--- config.mk ---
export PLATFORM = sky130hd
export DESIGN_NAME = mealy_1010_seq_generator
export DESIGN_NICKNAME = d
export VERILOG_FILES = /design/src/rtl/mealy_1010_seq_generator.sv
export SDC_FILE = /design/constraint.sdc
export NUM_CORES = 1
export LEC_CHECK = 0
export CORE_MARGIN = 2
export CORE_UTILIZATION = 30
export CTS_BUF_LIST = sky130_fd_sc_hd__clkbuf_16
export DETAILED_ROUTE_END_ITERATION = 8
export SYNTH_ARGS = -nofsm -noshare
export SYNTH_HDL_FRONTEND = slang
export SYNTH_SLANG_ARGS = --single-unit
--- constraint.sdc ---
create_clock -name clk -period 1.9 [get_ports clk]
set_clock_uncertainty 0.15 [all_clocks]
set_input_delay 0.57 -clock clk [delete_from_list [all_inputs] [get_ports clk]]
set_output_delay 0.57 -clock clk [all_outputs]
set_load 0.005 [all_outputs]
--- src/rtl/mealy_1010_seq_generator.sv ---
// Serial pattern burst generator: sends PATTERN (MSB first) count times, then pulses done.
// Define SEQGEN_GAP_EN to insert a one-cycle idle gap between consecutive repetitions.
module mealy_1010_seq_generator #(
    parameter logic [31:0] PATTERN = 32'b1010,
    parameter int          PAT_LEN = 4,
    parameter int          CNT_W   = 4
) (
    input  logic             clk,
    input  logic             rst,
    input  logic             start,
    input  logic [CNT_W-1:0] count,
    output logic             out,
    output logic             out_valid,
    output logic             busy,
    output logic             done
);

    // state | meaning
    // IDLE  | waiting for start
    // SEND  | driving pattern bits
    // GAP   | one idle cycle between repetitions (SEQGEN_GAP_EN only)
    // FIN   | done pulse, back to IDLE next edge
    typedef enum logic [1:0] {IDLE, SEND, GAP, FIN} state_t;

    // idx only ever holds PAT_LEN-2 down to 0
    localparam int IDX_W = (PAT_LEN > 2) ? $clog2(PAT_LEN - 1) : 1;
    localparam logic [IDX_W-1:0] IDX_TOP = IDX_W'((PAT_LEN > 1) ? PAT_LEN - 2 : 0);
    localparam logic FIRST_IS_LAST = (PAT_LEN == 1);
    localparam logic MSB_BIT = PATTERN[PAT_LEN-1];

    state_t           state, state_nx;
    logic [CNT_W-1:0] rep_cnt, rep_cnt_nx;
    logic [IDX_W-1:0] idx, idx_nx;
    logic             last, last_nx;
    logic             out_nx, out_valid_nx, busy_nx, done_nx;

    always_ff @(posedge clk or posedge rst) begin
        if (rst) begin
            state     <= IDLE;
            rep_cnt   <= '0;
            idx       <= '0;
            last      <= 1'b0;
            out       <= 1'b0;
            out_valid <= 1'b0;
            busy      <= 1'b0;
            done      <= 1'b0;
        end else begin
            state     <= state_nx;
            rep_cnt   <= rep_cnt_nx;
            idx       <= idx_nx;
            last      <= last_nx;
            out       <= out_nx;
            out_valid <= out_valid_nx;
            busy      <= busy_nx;
            done      <= done_nx;
        end
    end

    // last marks that the bit currently on out is PATTERN[0]
    always_comb begin
        state_nx     = state;
        rep_cnt_nx   = rep_cnt;
        idx_nx       = idx;
        last_nx      = last;
        out_nx       = 1'b0;
        out_valid_nx = 1'b0;
        busy_nx      = busy;
        done_nx      = 1'b0;
        case (state)
            IDLE: begin
                if (start) begin
                    if (count != '0) begin
                        rep_cnt_nx   = count;
                        out_nx       = MSB_BIT;
                        out_valid_nx = 1'b1;
                        busy_nx      = 1'b1;
                        idx_nx       = IDX_TOP;
                        last_nx      = FIRST_IS_LAST;
                        state_nx     = SEND;
                    end else begin
                        // empty burst: busy would drop on the very edge it rises, so it never shows
                        state_nx = FIN;
                        done_nx  = 1'b1;
                        busy_nx  = 1'b0;
                    end
                end
            end
            SEND: begin
                if (!last) begin
                    out_nx       = PATTERN[idx];
                    out_valid_nx = 1'b1;
                    last_nx      = (idx == '0);
                    idx_nx       = idx - IDX_W'(1);
                end else begin
                    rep_cnt_nx = rep_cnt - CNT_W'(1);
                    if (rep_cnt == CNT_W'(1)) begin
                        state_nx = FIN;
                        done_nx  = 1'b1;
                        busy_nx  = 1'b0;
                    end else begin
`ifdef SEQGEN_GAP_EN
                        state_nx = GAP;
`else
                        out_nx       = MSB_BIT;
                        out_valid_nx = 1'b1;
                        idx_nx       = IDX_TOP;
                        last_nx      = FIRST_IS_LAST;
`endif
                    end
                end
            end
`ifdef SEQGEN_GAP_EN
            GAP: begin
                out_nx       = MSB_BIT;
                out_valid_nx = 1'b1;
                idx_nx       = IDX_TOP;
                last_nx      = FIRST_IS_LAST;
                state_nx     = SEND;
            end
`endif
            FIN: begin
                busy_nx  = 1'b0;
                state_nx = IDLE;
            end
            default: begin
                state_nx = IDLE;
            end
        endcase
    end

endmodule

# == Word level (Yosys, flattened, before mapping) ==
# Index checks and enable logic that the tools add are counted.
# totals
wordCells,65
output_inout_bits,4
reg_bits,13
inputBits,7
# op_classes
n_eq_ne,8
mux,36
reduce_logical,10
magnitude_cmp,1
addsub,2
# op_table
op,n
1-bit 2-to-1 mux,16
2-bit 2-to-1 mux,8
4-bit 2-to-1 mux,3
4-bit AND reduction,3
"2-bit != test, second input constant",4
1-bit one-hot mux with 2 select lines,4
2-bit one-hot mux with 2 select lines,2
4-bit one-hot mux with 2 select lines,1
"2-bit by 6-bit less-than comparator with 1-bit output, second input constant",1
3-bit AND reduction,2
"4-bit by 1-bit == test with 1-bit output, second input constant",1
2-bit zero test,2
4-bit nonzero test,1
"4-bit by 1-bit subtractor with 4-bit output, second input constant",1
"3-bit != test, second input constant",1
1-bit one-hot mux with 3 select lines,1
3-bit nonzero test,1
1-bit binary-select mux with 2-bit select,1
"2-bit by 1-bit == test with 1-bit output, second input constant",1
"2-bit == test, second input constant",1
2-bit nonzero test,1
"2-bit by 1-bit subtractor with 2-bit output, second input constant",1

# == Depth between registers and ports, before layout ==
# depth
word_depth,4
ltp_mapped,5
mapped_depth_nobuf,5

# == Worst setup path after synthesis ==
# Ideal clock, no wire load.
# synth_timing
path_type,in2reg
start,input start
end,register rep_cnt[0]
stages,3
setup_time_ns,0.120
required_ns,1.630
path_slack_ns,0.221
n_path_buf,0
t_arrival_ns,1.408
cell_sequence,or3b_4 -> or3_1 -> and4_1
# synth_between
elab_chain_cells,2
# synth_lines
element,line_no,text
from (decl),10,"input logic start,"
2-bit != test (no source line),--,
4-bit AND reduction (no source line),--,
to (signal assigned),49,rep_cnt <= rep_cnt_nx;
to (decl),32,"logic [CNT_W-1:0] rep_cnt, rep_cnt_nx;"
# Every way passes these cells.
# A chain may end at the register's enable or synchronous reset.

# == Worst setup path in the final report ==
# layout_timing
start,input count[2]
end,register rep_cnt[0]
# layout_between
elab_chain_cells,3
# layout_lines
element,line_no,text
from (decl),11,"input logic [CNT_W-1:0] count,"
4-bit nonzero test,72,if (count != '0) begin
2-bit != test (no source line),--,
4-bit AND reduction (no source line),--,
# Every way passes these cells.

==> flow_summary.yaml <==
worst_setup_path:
  r2r_slack_ns: 0.29
  cp-start-kind: "input port"
  r2r-start: "rep_cnt[0]$_DFFE_PP0P_"
  crit_arrival_ns: 1.87
  cp_max_fo: 4
  worstRegToRegCells: 4
  critPathKind: "input port to register"
  reg2reg_to: "last$_DFFE_PP0P_"
  cp.required_ns: 1.89
  endpoint_kind: "register"
min_path:
  worstHoldEndpoint: "idx[1]$_DFFE_PP0P_"
  hp-class: "register to register"
  hold_depth: 1
  min_from: "idx[1]$_DFFE_PP0P_"
global_routing:
  antenna_found_initial: 0
  grt_max_degree: 14
  grt_pass1_wl_um: 3015
  overflow: 0
  grt_pass1_vias: 678
  track_usage_pct: 14.70
logic_synthesis:
  synth_seq_cells: 13
  netlist_instances: 79
  synth_area_um2: 744.5
  synth_nets: 89
  yosys_warnings: 0
  syn_area_per_cell_um2: 9.424
  synth.distinct_cells: 33
  seq_area_frac_synth_pct: 43.70
clock_network:
  cts.htree.levels: 1
  clkTransAtPathRegs_ns: 0.05
  cts_buffer_depth: 2
  cts_tree: "yes"
  holdBufCountCts: 0
  cts.sink_count: 13
  cts_buffers: 3
  clk_latency_ns: 0.25
  ctsRootBufferMaster: "clkbuf_16"
finish:
  final_nets: 111
  drive_gt1_share_pct: 21.00
  finalNonFillerCells: 130
  final_cell_area_um2: 1049
  final_cell_mix: "13 x dfrtp_1, 9 x inv_1, 9 x buf_4"
  layout_commonest_cell: "dfrtp_1"
  synthToLayoutAreaGrowth_pct: 40.84
  antenna_cells: 0
sta:
  fin_hold_ws_ns: 0.3487
  tightest_slew_ns: 0.5377
  fin_crit_sh_pct: 99.28
  fmax_mhz: 530.2
  min_period_ns: 1.886
  slew_headroom_pct: 64.11
  hold_violations: 0
  finalSetupTns_ns: 0
  drv_slew: 0
  setup_viol_count_final: 0
drt:
  ant_nets: 0
  routed_wl_um: 1779
  wl_per_cell_um: 13.68
  firstDrtPassIters: 5
  drt_iter0_drc: 30
  viasPerCell: 5.208
  via_count: 677
  drc: 0
pwr:
  p_switching_uw: 387.1
  power_frac_comb_pct: 32.0
  p_per_area_nw_per_um2: 1222
  p_sw_share_pct: 30.21
  internal_power_uw: 894.4
  peakVddDrop_mv: 0.6287
  leakage_uw: 0.0004993
  p_total_uw: 1281
  seqPwrFrac_pct: 36.4
  p_clk_share_pct: 31.5
floorplan:
  core_um2: 2410
  io_pins: 11
  start_util_pct: 30.89
  die_area_um2: 2896
  die_x_um: 53.82
  row_count: 18
  die_y_um: 53.82
placed_design:
  dp_hpwl_um: 1187
  port-buffer-count: 10
  dpl_cell_area_um2: 938.4
  dpl.cell_count: 125
  gp_congestion: 0.8044
run_status:
  status: "finished clean"
job:
  maxCapViolations: 0
## cell families (layout without fill, tap and decap cells)
family / Yosys count / count (layout) / share of synthesized area (%)
fa+ha+maj: 3 / 3 / 5.043
simple gates: 28 / 28 / 22.86
flops: 13 / 13 / 43.70
compound gates: 21 / 21 / 20.00
mux: 1 / 1 / 1.345
buf+inv: 13 / 34 / 7.057
## worst max-delay path, stage by stage
cell and delay (ns):
clkdlybuf4s50_1 0.55, nor4_4 0.07, buf_2 0.16, or3_1 0.34, and4_1 0.18
## metrics by stage
stage	worst slack, ns	utilization (%)
floorplan	0.2214	-
global placement	-0.2690	38.94
detailed placement	-0.2805	38.94
CTS	0.0007243	42.47
global route	-0.002473	43.51
finish	0.01374	43.51
## state kept, by name (all words and copies together) (netlist names)
signal and cells:
done 1, last 1, busy 1, out_valid 1
rep_cnt 4, out 1, idx 2, state 2
## power groups by stage
stage                     Sequential (uW)  Combinational [uW]  Clock, uW
after floorplan                       440                 292          0
after global placement                464                 395          0
after detailed placement              469                 407          0
after CTS                             465                 412        412
after global routing                  482                 481        425
final                                 467                 410        404
## synth_stat cells
library cell	instances	area [um2]
a211oi_2	2	25.02
a21oi_1	3	15.01
a22oi_1	2	15.01
and2_1	1	6.260
and3_1	1	6.260
and3b_1	1	8.760
and4_1	1	8.760
and4bb_2	1	12.51
buf_2	3	15.01
clkbuf_1	1	3.750
dfrtp_1	13	325.3
ha_1	3	37.54
inv_1	9	33.78
mux2i_1	1	10.01
nand2_1	2	7.510
nand2b_1	2	12.51
nand3_1	1	5.000
nor2_1	7	26.28
nor2b_1	2	12.51
nor3_1	3	15.01
nor4_1	1	6.260
nor4b_1	1	8.760
o211ai_1	1	7.510
o21ai_0	7	35.03
o221ai_1	1	8.760
o22ai_1	1	6.260
o311ai_0	1	8.760
o31ai_1	1	7.510
o32a_1	2	20.02
or2_4	1	8.760
or2b_1	1	7.510
or3_1	1	6.260
or3b_4	1	11.26
## worst max-delay path by stage
stage	from	to	slack [ns]	cells after the start
after floorplan	start	rep_cnt[0]$_DFFE_PP0P_	0.22	3
after global placement	start	rep_cnt[0]$_DFFE_PP0P_	-0.27	4
after detailed placement	start	rep_cnt[0]$_DFFE_PP0P_	-0.28	4
after CTS	count[2]	idx[1]$_DFFE_PP0P_	0.0007	5
after global routing	count[2]	rep_cnt[0]$_DFFE_PP0P_	-0.002	5
final	count[2]	rep_cnt[0]$_DFFE_PP0P_	0.01	5
## cell type report
type,instances,area [um2]
clock inverters,1,5.005
well taps,30,37.54
flip-flops and latches,13,325.3
inverters,9,33.78
multi-input cells,53,381.6
repair buffers,21,190.2
fillers,233,1361
clock buffers,3,75.07
## repair_timing
item                                   in CTS  in global routing
buffers inserted                            0                  0
gates cloned                                0                  1
setup endpoints to repair                   4                  7
endpoints found under the hold margin       0                  0
pin swaps                                   1                  1
gates resized for setup                     2                  5
## routing by layer
| metal | routed length [um] | track usage, % | vias to the layer above |
|---|---|---|---|
| li1 | - | - | 323 |
| met1 | 780 | 18.10 | 325 |
| met2 | 867 | 22.36 | 26 |
| met3 | 97 | 3.611 | 3 |
| met4 | 34 | 10.26 | 0 |
| met5 | 0 | 0 | - |
Power figures use the tool's default switching activity.
